$ cat src/rtl/ic_7475_pkg.sv
// ---------------------------------------------------------------------------
// ic7475_pkg
// Shared constants for the 7475 4-bit bistable latch replica.
//   RST_Q_DEFAULT : stored/output value applied while rst_n is low
//   Q1_IDX..Q4_IDX: bit positions of Q1..Q4 in the 4-bit state vector
//   PAIR_W        : width of one enable-sharing latch pair
// ---------------------------------------------------------------------------
package ic7475_pkg;

   localparam logic [3:0] RST_Q_DEFAULT = 4'b0000;

   localparam int Q1_IDX = 0;
   localparam int Q2_IDX = 1;
   localparam int Q3_IDX = 2;
   localparam int Q4_IDX = 3;

   localparam int PAIR_W = 2;

endpackage : ic7475_pkg

$ cat src/rtl/ic_7475_latch_pair.sv
// ---------------------------------------------------------------------------
// latch_pair
// Two data bits sharing one active-high enable, emulated synchronously.
// A clk-edge register stores D while the enable is high; the output mux
// makes the pair transparent (Q = D) while enabled and returns the stored
// value once the enable drops.
//
// Parameters:
//   RST_V : value held in the store and forced on q while rst_n is low
// Ports:
//   clk   in  system clock, store updates on rising edge
//   rst_n in  asynchronous active-low reset
//   d     in  [PAIR_W-1:0] data
//   en    in  shared enable, active high
//   q     out [PAIR_W-1:0] latch outputs (combinational)
// ---------------------------------------------------------------------------
module latch_pair
   import ic7475_pkg::*;
#(
   parameter logic [PAIR_W-1:0] RST_V = '0
) (
   input  logic              clk,
   input  logic              rst_n,
   input  logic [PAIR_W-1:0] d,
   input  logic              en,
   output logic [PAIR_W-1:0] q
);

   logic [PAIR_W-1:0] state;

   always_ff @(posedge clk or negedge rst_n) begin
      if (!rst_n) begin
         state <= RST_V;
      end else if (en) begin
         state <= d;
      end
   end

   // Reset must win over the transparent path, otherwise a high enable
   // would leak D onto the pins while the chip is held in reset.
   always_comb begin
      q = state;
      if (!rst_n) begin
         q = RST_V;
      end else if (en) begin
         q = d;
      end
   end

endmodule : latch_pair

$ cat src/rtl/ic_7475.sv
// ---------------------------------------------------------------------------
// ic_7475
// Clock-synchronous replica of the 7475 4-bit bistable latch. Pins keep the
// physical chip numbering. Bits 1-2 share enable p13, bits 3-4 share p4.
//
// Parameters:
//   RST_Q : reset value, bit0 = Q1 (p16) ... bit3 = Q4 (p9)
// Ports:
//   clk   in  system clock
//   rst_n in  asynchronous active-low reset
//   p2    in  D1        p3  in  D2        p6  in  D3        p7  in  D4
//   p13   in  enable bits 1-2 (active high)
//   p4    in  enable bits 3-4 (active high)
//   p16   out Q1        p15 out Q2        p10 out Q3        p9  out Q4
// Optional (macro IC7475_QBAR_EN):
//   p1 out ~Q1   p14 out ~Q2   p11 out ~Q3   p8 out ~Q4
// ---------------------------------------------------------------------------
module ic_7475
   import ic7475_pkg::*;
#(
   parameter logic [3:0] RST_Q = RST_Q_DEFAULT
) (
   input  logic clk,
   input  logic rst_n,
   input  logic p2,
   input  logic p3,
   input  logic p6,
   input  logic p7,
   input  logic p13,
   input  logic p4,
   output logic p16,
   output logic p15,
   output logic p10,
   output logic p9
`ifdef IC7475_QBAR_EN
   ,
   output logic p1,
   output logic p14,
   output logic p11,
   output logic p8
`endif
);

   logic [3:0] d_all;
   logic [3:0] q_all;

   always_comb begin
      d_all         = '0;
      d_all[Q1_IDX] = p2;
      d_all[Q2_IDX] = p3;
      d_all[Q3_IDX] = p6;
      d_all[Q4_IDX] = p7;
   end

   latch_pair #(
      .RST_V (RST_Q[Q2_IDX:Q1_IDX])
   ) u_pair_12 (
      .clk   (clk),
      .rst_n (rst_n),
      .d     (d_all[Q2_IDX:Q1_IDX]),
      .en    (p13),
      .q     (q_all[Q2_IDX:Q1_IDX])
   );

   latch_pair #(
      .RST_V (RST_Q[Q4_IDX:Q3_IDX])
   ) u_pair_34 (
      .clk   (clk),
      .rst_n (rst_n),
      .d     (d_all[Q4_IDX:Q3_IDX]),
      .en    (p4),
      .q     (q_all[Q4_IDX:Q3_IDX])
   );

   assign p16 = q_all[Q1_IDX];
   assign p15 = q_all[Q2_IDX];
   assign p10 = q_all[Q3_IDX];
   assign p9  = q_all[Q4_IDX];

`ifdef IC7475_QBAR_EN
   // Complements come from the muxed Q, so during reset they read ~RST_Q.
   assign p1  = ~q_all[Q1_IDX];
   assign p14 = ~q_all[Q2_IDX];
   assign p11 = ~q_all[Q3_IDX];
   assign p8  = ~q_all[Q4_IDX];
`endif

endmodule : ic_7475

$ cat config.mk
export PLATFORM = sky130hd
export DESIGN_NAME = ic_7475
export DESIGN_NICKNAME = d
export VERILOG_FILES = /design/src/rtl/ic_7475_pkg.sv /design/src/rtl/ic_7475_latch_pair.sv /design/src/rtl/ic_7475.sv
export SDC_FILE = /design/constraint.sdc
export NUM_CORES = 1
export LEC_CHECK = 0
export CORE_AREA = 4 4 41 43
export CTS_BUF_LIST = sky130_fd_sc_hd__clkbuf_4 sky130_fd_sc_hd__clkbuf_8 sky130_fd_sc_hd__clkbuf_16
export CTS_CLUSTER_DIAMETER = 150
export DETAILED_ROUTE_END_ITERATION = 6
export DIE_AREA = 0 0 45 47
export PLACE_DENSITY_LB_ADDON = 0.1
export SLEW_MARGIN = 20
export SYNTH_ARGS = -nofsm -noshare
export SYNTH_HDL_FRONTEND = slang
export SYNTH_SLANG_ARGS = --single-unit
$ cat constraint.sdc
create_clock -name clk -period 2.2 [get_ports clk]
set_input_delay 0.44 -clock clk [delete_from_list [all_inputs] [get_ports clk]]
set_output_delay 0.44 -clock clk [all_outputs]
set_load 0.05 [all_outputs]
==> flow_summary.html <==
<table>
<tr><th>Metric</th><th>Value</th></tr>
<tr><th colspan="2">Critical path</th></tr>
<tr><td>Cells along the critical path</td><td>clkdlybuf4s50_1 &gt; mux2_4 &gt; and2_1 &gt; buf_4</td></tr>
<tr><td>Sum of buffers and inverters on the critical path</td><td>2</td></tr>
<tr><td>Reg-to-reg endpoint</td><td>u_pair_34.state[0]$_DFF_PN0_</td></tr>
<tr><td>Kind of end point of the critical path</td><td>output port</td></tr>
<tr><td>Crit path DAT</td><td>around 1600 ps</td></tr>
<tr><td>Critical Path RT</td><td>1760 ps</td></tr>
<tr><td>Crit-path max FO</td><td>2</td></tr>
<tr><td>Startpoint of the most critical register-to-register path</td><td>u_pair_34.state[0]$_DFF_PN0_</td></tr>
<tr><td>Critical Path Start Type</td><td>input port</td></tr>
<tr><td>Crit-path slowest cell</td><td>sky130_fd_sc_hd__clkdlybuf4s50_1</td></tr>
<tr><td>Worst setup path category</td><td>in -&gt; out</td></tr>
<tr><td>Depth of the worst register-to-register path</td><td>1</td></tr>
<tr><td>R2r setup slk</td><td>1450 ps</td></tr>
<tr><td>CP top delay family</td><td>buffers and inverters</td></tr>
<tr><td>Max incr delay on CP</td><td>between 500 and 600 ps</td></tr>
<tr><th colspan="2">Global route</th></tr>
<tr><td>Global routing usage summed across all routing layers</td><td>4.754%</td></tr>
<tr><td>Largest net degree at the start of global routing</td><td>9</td></tr>
<tr><td>Antenna violations before repair</td><td>0</td></tr>
<tr><td>Sum of overflow across all layers after global routing</td><td>0</td></tr>
<tr><td>Vias in the first global route</td><td>149</td></tr>
<tr><td>Global-route wire length before repair</td><td>~550 µm</td></tr>
<tr><th colspan="2">Place</th></tr>
<tr><td>Quantity of I/O buffers inserted on ports</td><td>11</td></tr>
<tr><td>DP Cell Count</td><td>38</td></tr>
<tr><td>Final GP Congestion</td><td>0.6057</td></tr>
<tr><td>Area after detailed placement</td><td>306.5 µm²</td></tr>
<tr><th colspan="2">Final layout</th></tr>
<tr><td>Final design area excluding fillers</td><td>329.1 µm²</td></tr>
<tr><td>Layout cells sized above 1</td><td>46.15%</td></tr>
<tr><td>Fill cell total of the finished layout</td><td>between 100 and 150</td></tr>
<tr><td>Number of inserted diodes</td><td>0</td></tr>
<tr><td>Layout-stage area growth over the synthesis result</td><td>75.33%</td></tr>
<tr><td>Nets</td><td>36</td></tr>
<tr><td>Area of combinational cells with multiple inputs</td><td>a little under 90 µm²</td></tr>
<tr><td>Register Area</td><td>100.1 µm²</td></tr>
<tr><td>Post-route non-filler standard cell count</td><td>41</td></tr>
<tr><th colspan="2">Die</th></tr>
<tr><td>Number of rows in the core area</td><td>13</td></tr>
<tr><td>Boundary Pins</td><td>12</td></tr>
<tr><td>Die Ht</td><td>47 µm</td></tr>
<tr><td>Area enclosed by the die boundary</td><td>0.002115 mm²</td></tr>
<tr><td>Horizontal extent of the die</td><td>45 µm</td></tr>
<tr><td>Starting Density</td><td>14.42%</td></tr>
<tr><td>Std-Cell Core Area</td><td>0.001301 mm²</td></tr>
<tr><th colspan="2">STA</th></tr>
<tr><td>Shortest clock period the worst path allows after layout</td><td>around 2000 ps</td></tr>
<tr><td>Final hold vios</td><td>0</td></tr>
<tr><td>Setup repair after global routing missed its margin</td><td>no</td></tr>
<tr><td>Slew Limit Fails</td><td>0</td></tr>
<tr><td>Final period utilization</td><td>93.27%</td></tr>
<tr><td>Worst Tran Pin Value</td><td>about 280 ps</td></tr>
<tr><td>Worst Clk Skew</td><td>0 ps</td></tr>
<tr><td>Fin Hold WS</td><td>450.3 ps</td></tr>
<tr><td>Setup_tns</td><td>0 ps</td></tr>
<tr><td>Headroom to the max-slew limit</td><td>81.37%</td></tr>
<tr><td>Peak Freq</td><td>487.3 MHz</td></tr>
<tr><td>Count of endpoints failing setup in the final report</td><td>0</td></tr>
<tr><th colspan="2">Synth</th></tr>
<tr><td>Post-Syn Nets</td><td>20</td></tr>
<tr><td>Synthesized flop and latch total</td><td>4</td></tr>
<tr><td>Netlist Area Pre-Place</td><td>187.7 µm²</td></tr>
<tr><td>Fraction of post-synthesis cell area in the top cell type by area</td><td>between 50% and 60%</td></tr>
<tr><td>Largest area contributor in the synthesized netlist</td><td>sky130_fd_sc_hd__dfrtp_1</td></tr>
<tr><td>Number of distinct library cells after synthesis</td><td>4</td></tr>
<tr><td>Avg Cell Area, Syn</td><td>15.64 µm²</td></tr>
<tr><td>Ys Warns</td><td>0</td></tr>
<tr><td>Portion of the post-synthesis area used by sequential elements</td><td>53.33%</td></tr>
<tr><td>Cell types occupying the most area after synthesis</td><td>sky130_fd_sc_hd__dfrtp_1 53%, sky130_fd_sc_hd__mux2_4 32%, sky130_fd_sc_hd__and2_1 10%</td></tr>
<tr><td>Instance count of the mapped netlist</td><td>12</td></tr>
<tr><th colspan="2">Detailed routing</th></tr>
<tr><td>Number of vias in the routed layout</td><td>138</td></tr>
<tr><td>Antenna Nets Post-Route</td><td>0</td></tr>
<tr><td>WL final</td><td>~400 µm</td></tr>
<tr><td>Number of DRC violations after detailed-routing iteration 0</td><td>0</td></tr>
<tr><td>Via-per-instance ratio</td><td>3.366</td></tr>
<tr><td>Detailed-router iteration count before antenna repair</td><td>1</td></tr>
<tr><td>Remaining design rule violation count</td><td>0</td></tr>
<tr><td>Routed wirelength normalized by instance count</td><td>9.756 µm</td></tr>
<tr><th colspan="2">CTS</th></tr>
<tr><td>Post-CTS Hold Buffers</td><td>0</td></tr>
<tr><td>Insertion delay to the later sink of the worst-skew pair</td><td>230 ps</td></tr>
<tr><td>Inserted Clock Buffers</td><td>3</td></tr>
<tr><td>Clock tree from TritonCTS</td><td>yes</td></tr>
<tr><td>CTS resizes</td><td>0</td></tr>
<tr><td>Number of buffers added for setup after CTS</td><td>0</td></tr>
<tr><td>Clock H-tree levels</td><td>1</td></tr>
<tr><td>Library cell used as clock root buffer</td><td>sky130_fd_sc_hd__clkbuf_4</td></tr>
<tr><td>Clock sink count</td><td>4</td></tr>
<tr><td>Maximum count of clock buffers along a single path</td><td>2</td></tr>
<tr><td>Clock-pin slew on the worst setup and hold paths</td><td>40 ps</td></tr>
<tr><th colspan="2">Job</th></tr>
<tr><td>Maximum capacitance violations</td><td>0</td></tr>
<tr><th colspan="2">Outcome</th></tr>
<tr><td>Result of the run</td><td>complete, no violations</td></tr>
<tr><th colspan="2">Worst hold path</th></tr>
<tr><td>Hold/Removal Path Class</td><td>in -&gt; async</td></tr>
<tr><th colspan="2">Power and ir drop</th></tr>
<tr><td>Worst ir drop on vdd</td><td>0.2522 mV</td></tr>
<tr><td>Power density over the cells</td><td>between 700 and 800 mW/mm²</td></tr>
<tr><td>Leak Pwr</td><td>0.1539 nW</td></tr>
</table>
==> cell type report <==
cell class                      instances  area share, %
Multi-Input combinational cell          8          26.62
Tap cell                               15          5.703
Timing Repair Buffer                   11          30.42
Clock buffer                            3          6.844
Sequential cell                         4          30.42
==> power breakdown <==
group | switching [mW] | internal, mW | total [mW]
logic | 0.0316 | 0.0326 | 0.0641
registers | 0.00196 | 0.0813 | 0.0832
clock network | 0.0296 | 0.0610 | 0.0906
total | 0.0631 | 0.175 | 0.238
==> cells by family (layout without fill, tap and decap cells) <==
logic type	count (synthesis)	in the layout	synth area share [%]
buffers and inverters	0	14	0
multiplexers	4	4	32.00
flip-flops	4	4	53.34
AND/OR/NAND/NOR	4	4	14.67
==> routing by layer <==
metal / track usage, % / up-vias / routed length (µm)
met4: 7.018 / 0 / 0
met2: 4.802 / 11 / 154
met3: 5.364 / 0 / 80
met1: 3.899 / 58 / 165
li1: - / 69 / -
met5: 0 / - / 0
==> cells in the final DEF (no fill, tap or decap) <==
master / n
sky130_fd_sc_hd__mux2_4: 4
sky130_fd_sc_hd__dfrtp_1: 4
sky130_fd_sc_hd__clkbuf_4: 3
sky130_fd_sc_hd__buf_4: 4
sky130_fd_sc_hd__clkdlybuf4s50_1: 7
sky130_fd_sc_hd__and2_1: 3
sky130_fd_sc_hd__and2_4: 1
==> cells in the mapped netlist <==
master,number
sky130_fd_sc_hd__and2_1,3
sky130_fd_sc_hd__dfrtp_1,4
sky130_fd_sc_hd__mux2_4,4
sky130_fd_sc_hd__and2_4,1
==> worst max path at each step <==
stage          slack [ps]  startpoint   to  cells after the start
2_1_floorplan         720         p13  p15                      2
3_3_place_gp          140         p13  p16                      4
3_5_place_dp          140          p4  p10                      4
4_1_cts               140          p4   p9                      4
5_1_grt               120          p4   p9                      4
6_report              150         p13  p16                      4
==> sequential cells by signal, indices dropped and copies added (netlist names) <==
| register | cells |
|---|---|
| u_pair_12.state | 2 |
| u_pair_34.state | 2 |
==> per-stage QoR <==
stage	utilization (%)	setup slack [ps]	total power [mW]
floorplan	-	723.1	0.1226
global placement	23.56	142.0	0.1485
detailed placement	23.56	138.0	0.1493
CTS	25.29	138.3	0.2464
global route	25.29	121.6	0.2576
finish	25.29	148.0	0.2379
Power figures use the tool's default switching activity.
